$ cat src/rtl/uart_bridge_pkg.sv
// uart_bridge_pkg
// Shared types and helpers for the UART frame bridge.
//   - rx_state_t / tx_state_t : inbound assembly and outbound serialiser states
//   - BYTE_W, MAX_BYTES       : byte width and largest supported frame payload
//   - cnt_width()             : counter width able to hold 0..max_val
//   - xor_bytes()             : XOR of every byte of a zero-extended payload
// Optional feature macro used by the files importing this package: CHECKSUM_EN.
package uart_bridge_pkg;

  localparam int BYTE_W    = 8;
  localparam int MAX_BYTES = 64;

  typedef enum logic [1:0] {
    R_COLLECT = 2'd0,
    R_LAUNCH  = 2'd1,
    R_WAIT    = 2'd2
  } rx_state_t;

  typedef enum logic [1:0] {
    T_IDLE = 2'd0,
    T_SEND = 2'd1,
    T_GAP  = 2'd2
  } tx_state_t;

  function automatic int cnt_width(input int max_val);
    return (max_val < 1) ? 1 : $clog2(max_val + 1);
  endfunction

  // Unused upper bytes must be zero so they do not disturb the result.
  function automatic logic [BYTE_W-1:0] xor_bytes(input logic [BYTE_W*MAX_BYTES-1:0] v);
    logic [BYTE_W-1:0] acc;
    acc = '0;
    for (int i = 0; i < MAX_BYTES; i++) begin
      acc = acc ^ v[BYTE_W*i +: BYTE_W];
    end
    return acc;
  endfunction

endpackage

$ cat src/rtl/frame_serializer.sv
// frame_serializer
// Latches a core result on core_done and sends it to the UART transmitter
// one byte at a time, MSB-first.
// Ports:
//   clk, reset      : clock, asynchronous active-high reset
//   core_done       : one-cycle strobe, core_dout valid (ignored unless idle)
//   core_dout       : OUT_BYTES-byte result word
//   tx_busy         : transmitter busy; a byte is only issued while low
//   tx_valid/tx_byte: one-cycle byte strobe and data
//   idle            : high while no frame is being sent
//   dbg_state       : current tx_state_t encoding
// Macro CHECKSUM_EN: appends the XOR of the result bytes as a final byte.
//
// Transmit handshake: tx_valid is a one-cycle strobe issued only in a cycle
// where tx_busy was sampled low; the transmitter raises tx_busy the cycle after
// tx_valid, so one gap cycle is spent before tx_busy is looked at again.
module frame_serializer
  import uart_bridge_pkg::*;
#(
  parameter int OUT_BYTES = 32
) (
  input  logic                        clk,
  input  logic                        reset,
  input  logic                        core_done,
  input  logic [BYTE_W*OUT_BYTES-1:0] core_dout,
  input  logic                        tx_busy,
  output logic                        tx_valid,
  output logic [BYTE_W-1:0]           tx_byte,
  output logic                        idle,
  output logic [1:0]                  dbg_state
);

`ifdef CHECKSUM_EN
  localparam int NB = OUT_BYTES + 1;
`else
  localparam int NB = OUT_BYTES;
`endif
  localparam int IDX_W = cnt_width(NB);
  localparam int SH_W  = BYTE_W * NB;

  tx_state_t        r_state;
  logic [SH_W-1:0]  r_shift;
  logic [IDX_W-1:0] r_idx;
  logic [SH_W-1:0]  w_load;

`ifdef CHECKSUM_EN
  logic [BYTE_W*MAX_BYTES-1:0] w_dout_ext;

  always_comb begin
    w_dout_ext = '0;
    w_dout_ext[BYTE_W*OUT_BYTES-1:0] = core_dout;
    w_load = {core_dout, xor_bytes(w_dout_ext)};
  end
`else
  always_comb begin
    w_load = core_dout;
  end
`endif

  always_ff @(posedge clk or posedge reset) begin
    if (reset) begin
      r_state  <= T_IDLE;
      r_shift  <= '0;
      r_idx    <= '0;
      tx_valid <= 1'b0;
      tx_byte  <= '0;
    end else begin
      tx_valid <= 1'b0;
      case (r_state)
        T_IDLE: begin
          if (core_done) begin
            r_shift <= w_load;
            r_idx   <= '0;
            r_state <= T_SEND;
          end
        end
        T_SEND: begin
          if (!tx_busy) begin
            tx_byte  <= r_shift[SH_W-1 -: BYTE_W];
            tx_valid <= 1'b1;
            r_state  <= T_GAP;
          end
        end
        T_GAP: begin
          // Next byte moves to the top of the shift register.
          r_shift <= r_shift << BYTE_W;
          r_idx   <= r_idx + IDX_W'(1);
          if (r_idx == IDX_W'(NB - 1)) begin
            r_state <= T_IDLE;
          end else begin
            r_state <= T_SEND;
          end
        end
        default: r_state <= T_IDLE;
      endcase
    end
  end

  assign idle      = (r_state == T_IDLE);
  assign dbg_state = r_state;

endmodule

$ cat src/rtl/uart_frame_bridge.sv
// uart_frame_bridge
// Collects IN_BYTES UART bytes (MSB-first) into one word, launches the compute
// core with core_start, and returns the OUT_BYTES result over the UART via
// frame_serializer. A partial inbound frame idle for TIMEOUT_CYCLES is dropped.
// Ports:
//   clk, reset            : clock, asynchronous active-high reset
//   rx_valid/rx_byte      : one-cycle received-byte strobe and data
//   tx_busy               : transmitter busy
//   tx_valid/tx_byte      : one-cycle byte strobe to the transmitter
//   core_start            : one-cycle launch pulse
//   core_din              : frame to the core, held from core_start to core_done
//   core_done/core_dout   : one-cycle result strobe and result word
//   overrun               : sticky, an inbound byte was dropped
//   timeout_evt           : one-cycle pulse, a partial frame was discarded
//   chk_err               : (CHECKSUM_EN only) one-cycle pulse, bad frame checksum
//   dbg_rx_state          : current rx_state_t encoding
//   dbg_tx_state          : current tx_state_t encoding of the serialiser
// Macro CHECKSUM_EN: inbound frames carry a trailing XOR byte, outbound frames
// get one appended.
//
// Core handshake: core_start is a one-cycle pulse, core_din is frozen until the
// matching core_done pulse; only one launch is ever outstanding.
module uart_frame_bridge
  import uart_bridge_pkg::*;
#(
  parameter int IN_BYTES       = 32,
  parameter int OUT_BYTES      = 32,
  parameter int TIMEOUT_CYCLES = 1_000_000
) (
  input  logic                        clk,
  input  logic                        reset,
  input  logic                        rx_valid,
  input  logic [BYTE_W-1:0]           rx_byte,
  input  logic                        tx_busy,
  output logic                        tx_valid,
  output logic [BYTE_W-1:0]           tx_byte,
  output logic                        core_start,
  output logic [BYTE_W*IN_BYTES-1:0]  core_din,
  input  logic                        core_done,
  input  logic [BYTE_W*OUT_BYTES-1:0] core_dout,
  output logic                        overrun,
  output logic                        timeout_evt,
`ifdef CHECKSUM_EN
  output logic                        chk_err,
`endif
  output logic [1:0]                  dbg_rx_state,
  output logic [1:0]                  dbg_tx_state
);

`ifdef CHECKSUM_EN
  localparam int FRAME_LEN = IN_BYTES + 1;
`else
  localparam int FRAME_LEN = IN_BYTES;
`endif
  localparam int CNT_W = cnt_width(FRAME_LEN);
  localparam int TO_W  = cnt_width(TIMEOUT_CYCLES);

  rx_state_t                  r_state;
  logic [CNT_W-1:0]           r_count;
  logic [TO_W-1:0]            r_idle;
  logic [BYTE_W*IN_BYTES-1:0] r_asm;
  logic                       w_tx_idle;

`ifdef CHECKSUM_EN
  logic [BYTE_W*MAX_BYTES-1:0] w_asm_ext;

  always_comb begin
    w_asm_ext = '0;
    w_asm_ext[BYTE_W*IN_BYTES-1:0] = r_asm;
  end
`endif

  always_ff @(posedge clk or posedge reset) begin
    if (reset) begin
      r_state     <= R_COLLECT;
      r_count     <= '0;
      r_idle      <= '0;
      r_asm       <= '0;
      core_start  <= 1'b0;
      core_din    <= '0;
      overrun     <= 1'b0;
      timeout_evt <= 1'b0;
`ifdef CHECKSUM_EN
      chk_err     <= 1'b0;
`endif
    end else begin
      core_start  <= 1'b0;
      timeout_evt <= 1'b0;
`ifdef CHECKSUM_EN
      chk_err     <= 1'b0;
`endif
      if (rx_valid) begin
        r_idle <= '0;
      end
      case (r_state)
        R_COLLECT: begin
          if (rx_valid) begin
            // Byte k lands in the k-th byte lane from the top. With the
            // checksum enabled the trailing byte matches no lane.
            for (int k = 0; k < IN_BYTES; k++) begin
              if (r_count == CNT_W'(k)) begin
                r_asm[BYTE_W*(IN_BYTES-1-k) +: BYTE_W] <= rx_byte;
              end
            end
            if (r_count == CNT_W'(FRAME_LEN - 1)) begin
              r_count <= '0;
`ifdef CHECKSUM_EN
              if (rx_byte == xor_bytes(w_asm_ext)) begin
                r_state <= R_LAUNCH;
              end else begin
                chk_err <= 1'b1;
              end
`else
              r_state <= R_LAUNCH;
`endif
            end else begin
              r_count <= r_count + CNT_W'(1);
            end
          end else if ((TIMEOUT_CYCLES != 0) && (r_count != '0)) begin
            // A byte arriving on the expiry cycle takes the branch above,
            // so it is kept and no timeout fires.
            if (r_idle == TO_W'(TIMEOUT_CYCLES - 1)) begin
              r_count     <= '0;
              r_idle      <= '0;
              timeout_evt <= 1'b1;
            end else begin
              r_idle <= r_idle + TO_W'(1);
            end
          end
        end
        R_LAUNCH: begin
          if (rx_valid) begin
            overrun <= 1'b1;
          end
          // R_LAUNCH is only reached after the previous R_WAIT saw core_done,
          // so the core itself is free; the result path must also be idle.
          if (w_tx_idle) begin
            core_din   <= r_asm;
            core_start <= 1'b1;
            r_state    <= R_WAIT;
          end
        end
        R_WAIT: begin
          if (rx_valid) begin
            overrun <= 1'b1;
          end
          if (core_done) begin
            r_state <= R_COLLECT;
          end
        end
        default: r_state <= R_COLLECT;
      endcase
    end
  end

  frame_serializer #(
    .OUT_BYTES (OUT_BYTES)
  ) u_ser (
    .clk       (clk),
    .reset     (reset),
    .core_done (core_done),
    .core_dout (core_dout),
    .tx_busy   (tx_busy),
    .tx_valid  (tx_valid),
    .tx_byte   (tx_byte),
    .idle      (w_tx_idle),
    .dbg_state (dbg_tx_state)
  );

  assign dbg_rx_state = r_state;

endmodule

$ cat config.mk
export PLATFORM = sky130hd
export DESIGN_NAME = uart_frame_bridge
export DESIGN_NICKNAME = d
export VERILOG_FILES = /design/src/rtl/uart_bridge_pkg.sv /design/src/rtl/frame_serializer.sv /design/src/rtl/uart_frame_bridge.sv
export SDC_FILE = /design/constraint.sdc
export NUM_CORES = 2
export LEC_CHECK = 0
export ABC_AREA = 1
export BUFFER_PORTS_ARGS = -buffer_cell sky130_fd_sc_hd__buf_2
export CAP_MARGIN = 25
export CORE_ASPECT_RATIO = 0.75
export CORE_MARGIN = 5
export CORE_UTILIZATION = 61
export DETAILED_ROUTE_END_ITERATION = 16
export PLACE_DENSITY_LB_ADDON = 0.1
export SLEW_MARGIN = 5
export SYNTH_ARGS = -nofsm -noshare
export SYNTH_HDL_FRONTEND = slang
export SYNTH_HIERARCHICAL = 1
export SYNTH_SLANG_ARGS = --single-unit
$ cat constraint.sdc
create_clock -name clk -period 50.6 [get_ports clk]
set_clock_uncertainty 0.1 [all_clocks]
set_input_delay 2.53 -clock clk [delete_from_list [all_inputs] [get_ports clk]]
set_output_delay 2.53 -clock clk [all_outputs]
set_load 0.005 [all_outputs]
Yosys cells after proc, flatten, opt, wreduce, memory -nomap -nowiden. Index checks and enable logic that the tools add are counted.

Add/sub/neg operators: 3. Equal/unequal tests: 43. Muxes and demuxes: 30. Bitwise gates (word level): 1. Reductions and logical operators: 47.

Operators with widths (number): $pmux 256 s2 (1); $mux 256 (1); $eq 6x5->1 const B (17); $mux 20 (5); $reduce_and 3->1 (33); $eq 6x4->1 const B (8); $mux 6 (5); $eq 6x3->1 const B (4); $add 20x1->20 const B (1); $eq 20x20->1 const B (1); $add 6x1->6 const B (2); $eq 6x2->1 const B (2); $mux 2 (6); $pmux 2 s3 (2); $pmux 6 s2 (1); $ne 2x2->1 const B (5); $reduce_and 2->1 (5); $mux 1 (9); $eq 6x1->1 const B (1); $logic_not 6->1 (1); $reduce_bool 2->1 (3); $reduce_bool 6->1 (1); $eq 2x1->1 const B (2); $eq 2x2->1 const B (2); other kinds (5) (6).

Register bits after elaboration: 816. Input bits: 269.

Longest topological paths before layout.
Word-level depth: 5. Mapped depth: 11. Mapped depth without buffers: 10.

Cells and area by module. Netlist, hierarchy kept.

Modules (own cells, without submodules): uart_frame_bridge (times used 1, cells each 2307, area each 21022.7 um^2); frame_serializer (times used 1, cells each 1469, area each 12146.6 um^2).

Least setup slack after synthesis. No wires, ideal clock.

Kind: input -> register. Start: input port rx_valid. End: register r_asm[15]. Setup time: 0.132 ns. Data arrival time: 3.517 ns. Data required time: 50.368 ns. Setup slack: 46.851 ns. Cell stages on the path: 8. Buffers on the path: 3. Path through: buf_4 nand2_4 nor3_4 buf_8 nand2_4 buf_6 nand2_1 o21ai_1.

Longest elaborated chain between the ends: 1.

Ends and longest elaborated chain: start, declared (RTL line uart_frame_bridge.sv:32) `input logic rx_valid,`; $reduce_and 3->1 (no line); end signal, assigned by index (RTL line uart_frame_bridge.sv:102) `r_asm[BYTE_W*(IN_BYTES-1-k) +: BYTE_W] <= rx_byte;`; end, declared (RTL line uart_frame_bridge.sv:61) `logic [BYTE_W*IN_BYTES-1:0] r_asm;`.

No other way between the ends. A chain may end at the register's enable or synchronous reset.

==> results.txt <==
The number of antenna violations at the first check in global routing came out at 27. The total setup violations reported at the end of the flow is 0. In this run the power spent charging and discharging nets is 627 uW. Max-cap violations in this run came to 0.

In this run the clock root is driven by a sky130_fd_sc_hd__clkbuf_16. Gates resized during post-CTS repair numbered 0. The die span in x came out at 279 um. In the synthesized netlist, the cells that appear most often are sky130_fd_sc_hd__nand2_1 (1704), sky130_fd_sc_hd__dfrtp_1 (816), sky130_fd_sc_hd__nand3_1 (526). The part of the power in combinational logic is 22.5%.

The final period utilization came out at 9.90%. The part of the power in registers came out at 47.5%. Among all stages on the critical path, the largest delay is contributed by sky130_fd_sc_hd__buf_4. The worst hold slack is 0.365 ns.

Global routing consumed, on the met1 layer, 45.2% of the routing resources. The top cell type's share of synthesized area came out at 61.6%. In the final layout, the share of cells above drive strength 1 is 17.2%. The path depth of the worst reg2reg path came out at 7. By instance count, the leading cell after synthesis is sky130_fd_sc_hd__nand2_1.

The switching fraction of total power is 33.1%. The number of levels the H-tree was split into came out at 3. For this run, the register share of the synthesized area comes to 61.6%. The share of synthesized flip-flops with an asynchronous set or reset is 100%. The I/O pin total came out at 541. The arrival time of data at the critical path endpoint is 5.57 ns.

The hold-fix buffer count after cts is 0. The global routing met2 resource utilization came out at 46.3%. In the post-synthesis netlist, the biggest area contributors are sky130_fd_sc_hd__dfrtp_1 (62%), sky130_fd_sc_hd__nand2_1 (19%), sky130_fd_sc_hd__nand3_1 (7.9%).

The capturing point of the worst reg2reg path is core_din[152]. The last weighted congestion value of the routability-driven placer is 0.919. For the pin with the worst max-slew slack, the measured transition is 1.18 ns. The total negative slack for setup checks came out at 0 ns. The post-layout net count is 4470. After floorplanning, the core was divided into 74 placement rows. After global routing the overflow that remains totals 0.

The startpoint identified for the worst register-to-register timing path is dbg_rx_state[1]. Global routing consumed, over all layers together, 30.7% of the routing resources. The clock passes through at most 3 buffers. After detailed routing, the number of remaining DRC violations is 0. The highest clock rate came out at 200 MHz. The worst setup path is launched from an input pin. Counting every net in the synthesized netlist gives 4055. In this design, the stage delay of the slowest critical-path cell is 0.80 ns. The hold violation count in the final report came out at 0. The clock network is responsible for 30.0% of the overall power. The count of vias placed by the detailed router is 27600.

The number of nets with antenna violations after detailed routing came out at 0. By instance count, the cell type seen most on the critical path is sky130_fd_sc_hd__buf_4. The relative slew slack is 21.4%. The number of clock buffers inserted by TritonCTS came out at 75.

The worst hold path begins at r_asm[189]. The core region is 0.0542 mm^2. The gate count after technology mapping is 3776.

The static leakage power is 20.7 nW. Across the VDD grid, the largest voltage drop is 0.0000586 V. In this run the tool buffered the top-level ports with 540 buffer cells. The signal on the critical path passes through buf_2 > inv_8 > buf_4 > buf_4 > buf_4. The routed wirelength normalized by instance count is 18.6 um. Global routing used 5.71% of the available met3 tracks.

The reg2reg setup slack came out at 47.09 ns. The number of optimization iterations in the first detailed-route pass is 8. The setup path with the least slack is of type in2async. The worst hold path passes through 2 cells. The final max-slew violation count is 0.

The maximum number of pins on one net before global-route repair is 259. The area of the die is 0.0592 mm^2. STA classifies the critical path endpoint as an asynchronous set/reset pin.

The number of synthesis warnings came out at 6. Using the TritonRoute via totals, the vias-per-cell ratio works out to 5.53. The layer flagged by global routing as most heavily used is met2. The number of global-route vias before repair came out at 26000. The post-synth design cell area came out at 0.0332 mm^2. The first global-routing pass estimated 144000 um of wire. Yosys mapped a number of flops with a built-in enable equal to 0. Setup repair after global routing left no endpoint under its margin.

TritonCTS built the clock tree. The worst hold path terminates at core_din[189]. The post-layout minimum cycle time came out at 5.01 ns.

STA puts the critical path data required time at 51.16 ns. The number of sinks on the clock net came out at 816. The buffers inserted during post-CTS setup optimization came out at 0. For this block, the routed nets add up to 92800 um of wire. sky130_fd_sc_hd__dfrtp_1 takes more of the synthesized area than any other cell. The initial DRC count is 3344. The number of unique standard cell types used by synthesis came out at 36. The HPWL after detailed placement is 57800 um. The clock insertion delay at the later pin of the skew report is 0.61 ns.

The type of the worst min-delay path is reg2reg. For this run, the leading register cell type out of synthesis is sky130_fd_sc_hd__dfrtp_1. The power density over the cells came out at 49.2 mW/mm^2. Once the floorplan was initialized, standard cells occupied 61.2% of the core. The height of the chip came out at 212 um. The largest driver fanout on the critical path is 127. The clock-pin slew reported for the worst setup and hold paths after clock tree synthesis came out at 0.06 ns. The per-instance average area after synthesis is 8.78 um^2.

The cell-internal power is 1.27 mW. The run finished with clean final reports. The synthesis-to-layout area growth is 16.2%.

The number of storage elements in the synthesis netlist came out at 816.
worst max-delay path by stage:
stage | from | to | slack [ns] | cells after the start
2_1_floorplan | reset | core_din[0] | 32.79 | 1
3_3_place_gp | reset | core_din[65] | 44.21 | 5
3_5_place_dp | reset | core_din[65] | 44.19 | 5
4_1_cts | reset | r_asm[100] | 44.84 | 5
5_1_grt | reset | r_asm[84] | 44.91 | 5
6_report | reset | core_din[151] | 45.59 | 5
flip-flops by register name, summed over array words and instances (netlist names):
name,count
r_idle,20
u_ser/tx_byte,8
timeout_evt,1
core_din,256
core_start,1
u_ser/tx_valid,1
u_ser/r_idx,6
u_ser/r_shift,256
r_asm,256
dbg_rx_state,2
r_count,6
u_ser/dbg_state,2
overrun,1
per-layer routing:
| layer | part of all wire (%) | vias up |
|---|---|---|
| li1 | - | 12900 |
| met1 | 43 | 13400 |
| met2 | 46 | 1101 |
| met3 | 7.6 | 195 |
| met4 | 3.6 | 4 |
| met5 | 0.023 | - |
cell type report:
| class | count | area [um^2] |
|---|---|---|
| Tap cell | 722 | 903 |
| Timing Repair Buffer | 572 | 3030 |
| Antenna cell | 24 | 60.1 |
| Fill cell | 4250 | 15600 |
| Clock inverter | 18 | 175 |
| Sequential cell | 816 | 20400 |
| Clock buffer | 113 | 2270 |
| Multi-Input combinational cell | 2656 | 11400 |
| Inverter | 70 | 283 |
kinds of logic after synthesis:
kind of cell / share of synthesized area, %
simple gates: 28.9
xor+xnor: 0.132
flops: 61.6
buf+inv: 4.19
fa+ha+maj: 0.377
compound gates: 4.85
cell usage in the layout (no fill, tap or decap), types with 2 or more instances in the layout:
cell type,Yosys,layout
sky130_fd_sc_hd__nand2_1,1704,1703
sky130_fd_sc_hd__nand4_1,6,6
sky130_fd_sc_hd__diode_2,0,24
sky130_fd_sc_hd__clkbuf_8,0,17
sky130_fd_sc_hd__inv_6,0,2
sky130_fd_sc_hd__o21ai_0,210,210
sky130_fd_sc_hd__buf_16,0,2
sky130_fd_sc_hd__nand2_4,11,12
sky130_fd_sc_hd__inv_2,3,5
sky130_fd_sc_hd__clkbuf_16,0,79
sky130_fd_sc_hd__o21bai_1,2,2
sky130_fd_sc_hd__inv_1,66,61
sky130_fd_sc_hd__buf_4,8,26
sky130_fd_sc_hd__inv_8,0,2
sky130_fd_sc_hd__clkbuf_1,101,17
sky130_fd_sc_hd__xor2_1,4,4
sky130_fd_sc_hd__a21oi_1,4,4
sky130_fd_sc_hd__o22ai_1,2,2
sky130_fd_sc_hd__o211ai_1,8,8
sky130_fd_sc_hd__bufinv_16,0,3
sky130_fd_sc_hd__buf_2,99,539
sky130_fd_sc_hd__clkinv_2,0,12
sky130_fd_sc_hd__dfrtp_1,816,816
sky130_fd_sc_hd__ha_1,10,10
sky130_fd_sc_hd__nand2_2,13,13
sky130_fd_sc_hd__o21ai_1,82,82
sky130_fd_sc_hd__nor2_4,3,5
sky130_fd_sc_hd__nor2_1,58,58
sky130_fd_sc_hd__nor2_2,4,2
sky130_fd_sc_hd__buf_12,0,3
sky130_fd_sc_hd__nand3_1,526,526
critical path: cells and delay by family:
kind     cells  cell delay (ns)
buf+inv      5             2.91
power by group through the flow:
stage	clock network, mW	logic (mW)	registers [mW]
6_report	0.569	0.427	0.901
5_1_grt	0.603	0.481	0.916
4_1_cts	0.577	0.425	0.898
3_5_place_dp	0	0.423	0.905
3_3_place_gp	0	0.410	0.906
2_1_floorplan	0	0.304	0.884
stage by stage:
stage          setup slack (ns)  power, mW  instances  util (%)  area (um^2)
6_report                  45.59       1.90       4991      71.1        38500
4_1_cts                   44.84       1.90       4964      70.9        38400
2_1_floorplan             32.79       1.19       3776         -        33200
3_5_place_dp              44.19       1.33       4833      66.4        35900
3_3_place_gp              44.21       1.32       4832      66.3        35900
5_1_grt                   44.91       2.00       4991      71.1        38500
Power figures use the tool's default switching activity.
